==> src/rtl/rvc_asap_pkg.sv <==
// Shared types, constants and register macros for the rvc_asap core and its boot controller.
`ifndef RVC_RST_MSFF
`define RVC_RST_MSFF(q, i, clk, rst, rstVal) \
    always_ff @(posedge clk) begin \
        if (rst) q <= rstVal; \
        else     q <= i; \
    end
`endif

`ifndef RVC_EN_MSFF
`define RVC_EN_MSFF(q, i, clk, en) \
    always_ff @(posedge clk) begin \
        if (en) q <= i; \
    end
`endif

package rvc_asap_pkg;

    typedef enum logic [1:0] {
        IDLE = 2'd0,
        LOAD = 2'd1,
        RUN  = 2'd2,
        HALT = 2'd3
    } t_boot_state;

    typedef enum logic [1:0] {
        HC_NONE    = 2'd0,
        HC_SYS     = 2'd1,
        HC_STOP    = 2'd2,
        HC_TIMEOUT = 2'd3
    } t_halt_cause;

    localparam logic [31:0] EBREAK_INSTR = 32'h0010_0073;
    localparam logic [31:0] ECALL_INSTR  = 32'h0000_0073;

endpackage

==> src/rtl/rvc_asap_boot_ctrl.sv <==
// Boot/run controller: streams a program image into I_MEM with the core held in reset,
// then runs the core until EBREAK/ECALL, an external stop or the cycle budget ends the run.
module rvc_asap_boot_ctrl
    import rvc_asap_pkg::*;
#(
    parameter int          IMEM_DEPTH = 1024,
    parameter logic [31:0] MAX_CYCLES = 32'hFFFF_FFFF
) (
    input  logic                        Clock,
    input  logic                        Rst,
    input  logic                        LoadStart,
    input  logic [$clog2(IMEM_DEPTH):0] LoadLen,
    input  logic                        LoadValid,
    input  logic [31:0]                 LoadData,
    output logic                        LoadReady,
    input  logic                        StopReq,
    output logic                        ImemWrEn,
    output logic [31:0]                 ImemWrAddr,
    output logic [31:0]                 ImemWrData,
    output logic                        CoreRst,
    input  logic [31:0]                 Pc_From_Core,
    input  logic [31:0]                 Instruction_From_Imem,
    output logic                        Halted,
    output logic [1:0]                  HaltCause,
    output logic [31:0]                 HaltPc,
    output logic [31:0]                 CycleCount
);

    localparam int          LEN_W      = $clog2(IMEM_DEPTH) + 1;
    localparam logic [31:0] TIMEOUT_AT = MAX_CYCLES - 32'd1;

    t_boot_state       stateReg,      stateNext;
    t_halt_cause       haltCauseReg,  haltCauseNext;
    logic [LEN_W-1:0]  wordCntReg,    wordCntNext;
    logic [LEN_W-1:0]  lenReg,        lenNext;
    logic              lenEn;
    logic [31:0]       cycleCountReg, cycleCountNext;
    logic [31:0]       haltPcReg,     haltPcNext;
    logic              coreRstReg,    coreRstNext;
    logic              haltedReg,     haltedNext;
    logic [LEN_W-1:0]  clampedLen;
    logic              sysHit;

    assign clampedLen = (LoadLen > LEN_W'(IMEM_DEPTH)) ? LEN_W'(IMEM_DEPTH) : LoadLen;
    assign sysHit     = (Instruction_From_Imem == EBREAK_INSTR) ||
                        (Instruction_From_Imem == ECALL_INSTR);

    // Loader-facing outputs decode straight from state so the write lands on the handshake edge.
    assign LoadReady  = (stateReg == LOAD);
    assign ImemWrEn   = LoadReady && LoadValid;
    assign ImemWrAddr = {{(32-LEN_W){1'b0}}, wordCntReg} << 2;
    assign ImemWrData = LoadData;

    always_comb begin
        stateNext      = stateReg;
        haltCauseNext  = haltCauseReg;
        wordCntNext    = wordCntReg;
        lenNext        = lenReg;
        lenEn          = 1'b0;
        cycleCountNext = cycleCountReg;
        haltPcNext     = haltPcReg;

        case (stateReg)
            IDLE, HALT: begin
                if (LoadStart) begin
                    lenEn          = 1'b1;
                    lenNext        = clampedLen;
                    wordCntNext    = '0;
                    cycleCountNext = '0;
                    haltCauseNext  = HC_NONE;
                    haltPcNext     = '0;
                    stateNext      = (clampedLen != '0) ? LOAD : RUN;
                end
            end
            LOAD: begin
                if (ImemWrEn) begin
                    wordCntNext = wordCntReg + 1'b1;
                    if (wordCntReg == lenReg - 1'b1) begin
                        stateNext = RUN;
                    end
                end
            end
            RUN: begin
                cycleCountNext = cycleCountReg + 32'd1;
                // Priority: system instruction, then external stop, then budget timeout.
                if (sysHit) begin
                    stateNext     = HALT;
                    haltCauseNext = HC_SYS;
                    haltPcNext    = Pc_From_Core;
                end else if (StopReq) begin
                    stateNext     = HALT;
                    haltCauseNext = HC_STOP;
                    haltPcNext    = Pc_From_Core;
                end else if (cycleCountReg == TIMEOUT_AT) begin
                    stateNext     = HALT;
                    haltCauseNext = HC_TIMEOUT;
                    haltPcNext    = Pc_From_Core;
                end
            end
            default: stateNext = IDLE;
        endcase

        coreRstNext = (stateNext != RUN);
        haltedNext  = (stateNext == HALT);
    end

    `RVC_RST_MSFF(stateReg,      stateNext,      Clock, Rst, IDLE)
    `RVC_RST_MSFF(haltCauseReg,  haltCauseNext,  Clock, Rst, HC_NONE)
    `RVC_RST_MSFF(wordCntReg,    wordCntNext,    Clock, Rst, '0)
    `RVC_RST_MSFF(cycleCountReg, cycleCountNext, Clock, Rst, 32'd0)
    `RVC_RST_MSFF(haltPcReg,     haltPcNext,     Clock, Rst, 32'd0)
    `RVC_RST_MSFF(coreRstReg,    coreRstNext,    Clock, Rst, 1'b1)
    `RVC_RST_MSFF(haltedReg,     haltedNext,     Clock, Rst, 1'b0)
    `RVC_EN_MSFF(lenReg,         lenNext,        Clock, lenEn)

    assign CoreRst    = coreRstReg;
    assign Halted     = haltedReg;
    assign HaltCause  = haltCauseReg;
    assign HaltPc     = haltPcReg;
    assign CycleCount = cycleCountReg;

endmodule

==> config.mk <==
export PLATFORM = sky130hd
export DESIGN_NAME = rvc_asap_boot_ctrl
export DESIGN_NICKNAME = d
export VERILOG_FILES = /design/src/rtl/rvc_asap_pkg.sv /design/src/rtl/rvc_asap_boot_ctrl.sv
export SDC_FILE = /design/constraint.sdc
export NUM_CORES = 1
export LEC_CHECK = 0
export CORE_MARGIN = 4
export CORE_UTILIZATION = 43
export DETAILED_ROUTE_END_ITERATION = 12
export PLACE_DENSITY = 0.88
export SYNTH_ARGS = -nofsm -noshare
export SYNTH_HDL_FRONTEND = slang
export SYNTH_SLANG_ARGS = --single-unit
==> constraint.sdc <==
create_clock -name Clock -period 4.78 [get_ports Clock]
set_clock_uncertainty 0.1 [all_clocks]
set_input_delay 0.717 -clock Clock [delete_from_list [all_inputs] [get_ports Clock]]
set_output_delay 0.717 -clock Clock [all_outputs]
set_load 0.05 [all_outputs]
==> results.py, run 1 <==
metrics = {
    "floorplanning": {
        "die_x_um": 112,
        "die_h_um": 112,
        "start_util_pct": 44.7,
        "ioPinCount": 246,
        "placement_rows": 37,
        "dieArea_um2": 12500,
        "coreArea_um2": 10400,
    },
    "clock_tree": {
        "cts.clk_slew.worst_paths_ns": 0.09,
        "htree_levels": 3,
        "post-cts-setup-buffers": 0,
        "numCtsBuffers": 9,
        "clockBufferDepth": 2,
        "clock-sinks": 92,
        "cts_tree": "done",
        "clk-insertion-delay-late_ns": 0.35,
        "cts_resized": 0,
        "clockRootBuffer": "clkbuf_8",
        "hold_buffers": 0,
    },
    "final_layout": {
        "fillers": 881,
        "layout_commonest_cell": "clkdlybuf4s50_1",
        "nNetsFinal": 766,
        "syn_to_final_growth_pct": 33.4,
        "final_cell_mix": "159 x clkdlybuf4s50_1, 81 x dfxtp_1, 81 x nor2_1",
        "stdcell_count": 788,
        "n_antenna_cell": 0,
        "layout-drive-gt1-share_pct": 3.99,
    },
    "detailed_routing": {
        "drc": 0,
        "vias_per_cell": 5.25,
        "vias": 4139,
        "dr.first_iter.drc_count": 218,
        "routed_wl_um": 12300,
        "post_drt_wl_per_cell_um": 15.6,
        "drtAntennaViolNets": 0,
        "drt_pre_antenna_iters": 4,
    },
    "power": {
        "cellPowerDensity_nw_per_um2": 336,
        "power.leakage_nw": 2.16,
        "peakVddDrop_mv": 0.203,
    },
    "yosys": {
        "synthFlopType": "dfxtp_1",
        "syn_area_um2": 4650,
        "synth-compound-area-share_pct": 12.1,
        "seq_area_frac_synth_pct": 42.0,
        "yosys_warnings": 0,
        "synth_top_family_by_area": "simple AND/OR/NAND/NOR gates",
        "synthXorXnorAreaFrac_pct": 7.34,
        "synth_edf_count": 11,
        "async_flop_share_pct": 0,
        "netlist_instances": 531,
        "synth_top_cell_by_area": "dfxtp_1",
        "synth.distinct_cells": 58,
        "synthTopCellsByArea": "dfxtp_1 35%, buf_4 8.6%, edfxtp_1 7.1%",
        "ys_seq_elements": 92,
        "avgSynthCellArea_um2": 8.76,
        "yosys.area_share.simple_pct": 24.1,
        "yosys-mux-area-fraction_pct": 0.941,
        "synth_adder_area_share_pct": 1.88,
        "synth_top_area_share_pct": 34.9,
    },
    "placement": {
        "dp_hpwl_um": 9530,
        "placed_cells": 772,
        "gp_congestion": 0.797,
        "io_buffers": 159,
    },
    "timing": {
        "rsz0062_at_grt": "no",
        "final-setup-viol-count": 0,
        "finalCriticalPeriod_ns": 3.23,
        "tns_ns": 0,
        "holdWs_ns": 0.393,
        "hold_violations": 0,
        "slew_headroom_pct": 23.7,
        "fin_crit_sh_pct": 67.6,
        "tightest_slew_ns": 1.14,
        "slew_viol_final": 0,
        "fmax_mhz": 310,
    },
    "critical_path": {
        "critPathLaunchType": "primary input",
        "endpoint_kind": "register",
        "setup.worst_path.start": "Instruction_From_Imem[10]",
        "cp_max_fo": 34,
        "critPathKind": "primary input to register",
        "worstRegToRegCells": 9,
        "crit_arrival_ns": 3.37,
        "r2r-start": "stateReg[0]",
        "required_ns": 4.92,
    },
    "global_route": {
        "gr-total-overflow": 0,
        "grt_usage_pct": 18.7,
        "grt_max_degree": 43,
        "grt_pass1_vias": 4166,
        "grt_pass1_wl_um": 19400,
        "antenna_found_initial": 0,
    },
    "hold_path": {
        "hold_path.class": "register to register",
        "holdCritStartpoint": "HaltCause[0]",
        "hold_depth": 2,
    },
    "run": {
        "cap_violations": 0,
    },
    "run_status": {
        "outcome": "finished, final reports clean",
    },
}
Yosys cell counts (all sizes together) (11+ instances only):
cell	count
a21oi	18
a22oi	33
buf	61
clkbuf	15
dfxtp	81
edfxtp	11
nand2	29
nand3	15
nand4	13
nor2	82
nor2b	15
o21ai	16
or3	11
xnor2	13
xor2	26
layout make-up:
class | count | area (um2) | share of cell area [%]
multi-input cells | 373 | 2240 | 36.1
flip-flops and latches | 92 | 1950 | 31.5
repair buffers | 161 | 1610 | 25.9
well taps | 136 | 170 | 2.74
clock buffers | 11 | 163 | 2.62
inverters | 10 | 37.5 | 0.605
clock inverters | 5 | 32.5 | 0.524
report_power, final:
| part | internal, mW | total, mW | switching, mW |
|---|---|---|---|
| clock | 0.235 | 0.515 | 0.280 |
| sequential | 0.844 | 0.904 | 0.0598 |
| combinational | 0.235 | 0.665 | 0.430 |
sequential cells by signal, summed over array words and instances (netlist names):
signal,cells
HaltCause,2
wordCntReg,11
lenReg,11
CycleCount,32
Halted,1
HaltPc,32
CoreRst,1
stateReg,2
worst paths after layout:
path	slack (ns)	endpoint
max reg2reg	1.56	CycleCount[27]
min	0.39	HaltCause[0]
min reg2reg	0.39	HaltCause[0]
max	1.55	HaltPc[11]
cell families (layout without fill, tap and decap cells):
family,Yosys count,in the layout
compound gates,84,84
simple gates,218,218
buf+inv,86,187
xor+xnor,39,39
other cells,1,21
mux,4,4
flops,92,92
fa+ha+maj,7,7
routing by layer:
metal | wire length (um) | track usage, %
met1 | 4540 | 18.5
met2 | 6390 | 34.6
met3 | 1210 | 7.87
met4 | 184 | 6.97
met5 | 0 | 0
critical path: stages:
cell and delay, ns:
clkdlybuf4s50_1 0.40, nor4b_1 0.39, nand2_1 0.10, nor3_1 0.40
nor3_1 0.19, a211o_1 0.74, a22oi_1 0.36, nor2_1 0.06
through the flow:
stage | area, um2 | setup WS [ns] | util [%] | power (mW)
after floorplan | 4730 | 2.13 | - | 1.48
after detailed placement | 6010 | 1.18 | 57.7 | 1.58
after global placement | 6010 | 1.26 | 57.7 | 1.56
final | 6200 | 1.55 | 59.6 | 2.08
after global routing | 6200 | 1.23 | 59.6 | 2.19
after CTS | 6200 | 1.55 | 59.6 | 2.10
Power figures use the tool's default switching activity.
==> run 2: changes to the inputs <==
CORE_UTILIZATION = 36   (was 43)
PLACE_DENSITY = 0.78   (was 0.88)
clock period = 2.8 ns   (was 4.78 ns; I/O delays follow)
==> run 2 against run 1 <==
Net effect: non-clock buffer count grew 19; global-route usage down 2.2 points; utilization shrank 7.7 points; via count grew 0.72%; wire length is 2.0% lower; sequential power is 69% higher; clock power up 140%; register-to-register slack lost 1.4 ns; hold slack better by 0.0083 ns; total power grew 96%; critical path depth is the same; worst setup slack worse by 1.3 ns; critical path type is now register to register; largest power group unchanged.
==> results.py, run 2 (synthesis gave the netlist of run 1 again) <==
metrics = {
    "hold_path": {
        "hold_path.class": "register to register",
    },
    "floorplanning": {
        "coreArea_um2": 12600,
        "die_h_um": 122,
        "placement_rows": 41,
        "ioPinCount": 246,
        "start_util_pct": 36.9,
        "die_x_um": 122,
        "dieArea_um2": 14800,
    },
    "global_route": {
        "grt_pass1_wl_um": 19700,
        "antenna_found_initial": 0,
        "gr-total-overflow": 0,
        "grt_usage_pct": 16.4,
        "grt_pass1_vias": 4228,
        "grt_max_degree": 35,
    },
    "placement": {
        "placed_cell_area_um2": 6210,
        "gp_congestion": 0.807,
        "io_buffers": 159,
        "dp_hpwl_um": 9490,
    },
    "run_status": {
        "outcome": "finished, final reports clean",
    },
    "clock_tree": {
        "numCtsBuffers": 9,
        "cts_tree": "done",
        "hold_buffers": 0,
        "clk-insertion-delay-late_ns": 0.34,
        "clock-sinks": 92,
        "cts.clk_slew.worst_paths_ns": 0.06,
        "clockRootBuffer": "clkbuf_16",
        "clockBufferDepth": 2,
        "htree_levels": 3,
    },
    "timing": {
        "tns_ns": 0,
        "finalCriticalPeriod_ns": 2.59,
        "slew_headroom_pct": 63.8,
        "rsz0062_at_grt": "no",
        "slew_viol_final": 0,
        "fmax_mhz": 386,
        "tightest_slew_ns": 0.541,
        "final-setup-viol-count": 0,
        "hold_violations": 0,
        "fin_crit_sh_pct": 92.5,
    },
    "critical_path": {
        "critPathLaunchType": "register",
        "crit_arrival_ns": 2.76,
        "critPathKind": "register to register",
        "cp_max_fo": 7,
        "required_ns": 2.97,
        "endpoint_kind": "register",
    },
    "power": {
        "peakVddDrop_mv": 0.401,
        "power.leakage_nw": 2.32,
        "cellPowerDensity_nw_per_um2": 622,
    },
    "final_layout": {
        "layout_commonest_cell": "clkdlybuf4s50_1",
        "syn_to_final_growth_pct": 40.8,
        "nNetsFinal": 785,
        "multi_input_area_um2": 2260,
        "n_antenna_cell": 0,
        "final_cell_mix": "158 x clkdlybuf4s50_1, 81 x dfxtp_1, 81 x nor2_1",
        "layout-drive-gt1-share_pct": 7.75,
        "fin_area_um2": 6550,
        "fillers": 1162,
        "register_area_um2": 1950,
    },
    "detailed_routing": {
        "drt_pre_antenna_iters": 5,
        "drc": 0,
        "post_drt_wl_per_cell_um": 14.3,
        "vias": 4169,
        "vias_per_cell": 4.95,
        "drtAntennaViolNets": 0,
        "routed_wl_um": 12100,
        "dr.first_iter.drc_count": 218,
    },
    "run": {
        "cap_violations": 0,
    },
}
[run 2: changes by cell type in the layout (fill, tap and decap cells not counted), sizes merged]
cell           delta
buf              +20
bufinv            +1
clkbuf            -1
clkdlybuf4s50     -1
clkinv            +1
inv               -1
[run 2: path summary, 6_finish.rpt]
check,startpoint,to,slack (ns),cells past startpoint
setup / recovery,stateReg[0],CycleCount[28],0.21,8
hold / removal,HaltCause[0],HaltCause[0],0.40,2
setup reg to reg,stateReg[0],CycleCount[28],0.21,8
hold reg to reg,HaltCause[0],HaltCause[0],0.40,2
[run 2: stage by stage]
stage	hold slack, ns	power (mW)	worst slack [ns]	instances	utilization (%)
floorplan	0.442	2.52	0.149	551	-
global placement	0.381	2.79	0.143	826	49.2
detailed placement	0.397	2.83	0.0392	826	49.2
CTS	0.406	4.10	0.123	842	51.7
global route	0.441	4.32	0.0139	843	51.9
finish	0.402	4.08	0.209	843	51.9
[run 2: layer usage]
metal / wire [um] / up-vias / global-route usage (%)
li1: - / 2044 / -
met1: 4780 / 1967 / 18.5
met2: 5980 / 136 / 27.2
met3: 1080 / 22 / 6.82
met4: 246 / 0 / 7.49
met5: 0 / - / 0
[run 2: repair_timing]
action | CTS | global route
resized for setup | 0 | 6
setup buffers | 0 | 1
endpoints found under the setup margin | 0 | 7
[run 2: worst max-delay path: stages, from the launching register on]
cell and delay, ns:
dfxtp_1 0.37, inv_1 0.08, ha_1 0.33, mux2i_2 0.18, or2_1 0.26, or4_4 0.45, or2_4 0.28, or3_1 0.31
a21oi_1 0.15
[run 2: cell type report]
cell class / count / share of cell area, %
inverters: 10 / 0.573
multi-input cells: 373 / 34.5
clock inverters: 6 / 0.936
flip-flops and latches: 92 / 29.8
clock buffers: 10 / 3.82
repair buffers: 180 / 27.1
well taps: 172 / 3.29
[run 2: where the power goes]
part | leakage [nW] | internal [mW] | total, mW | switching (mW)
Sequential | 0.761 | 1.44 | 1.53 | 0.0862
Combinational | 1.40 | 0.520 | 1.30 | 0.777
Clock | 0.153 | 0.743 | 1.25 | 0.509
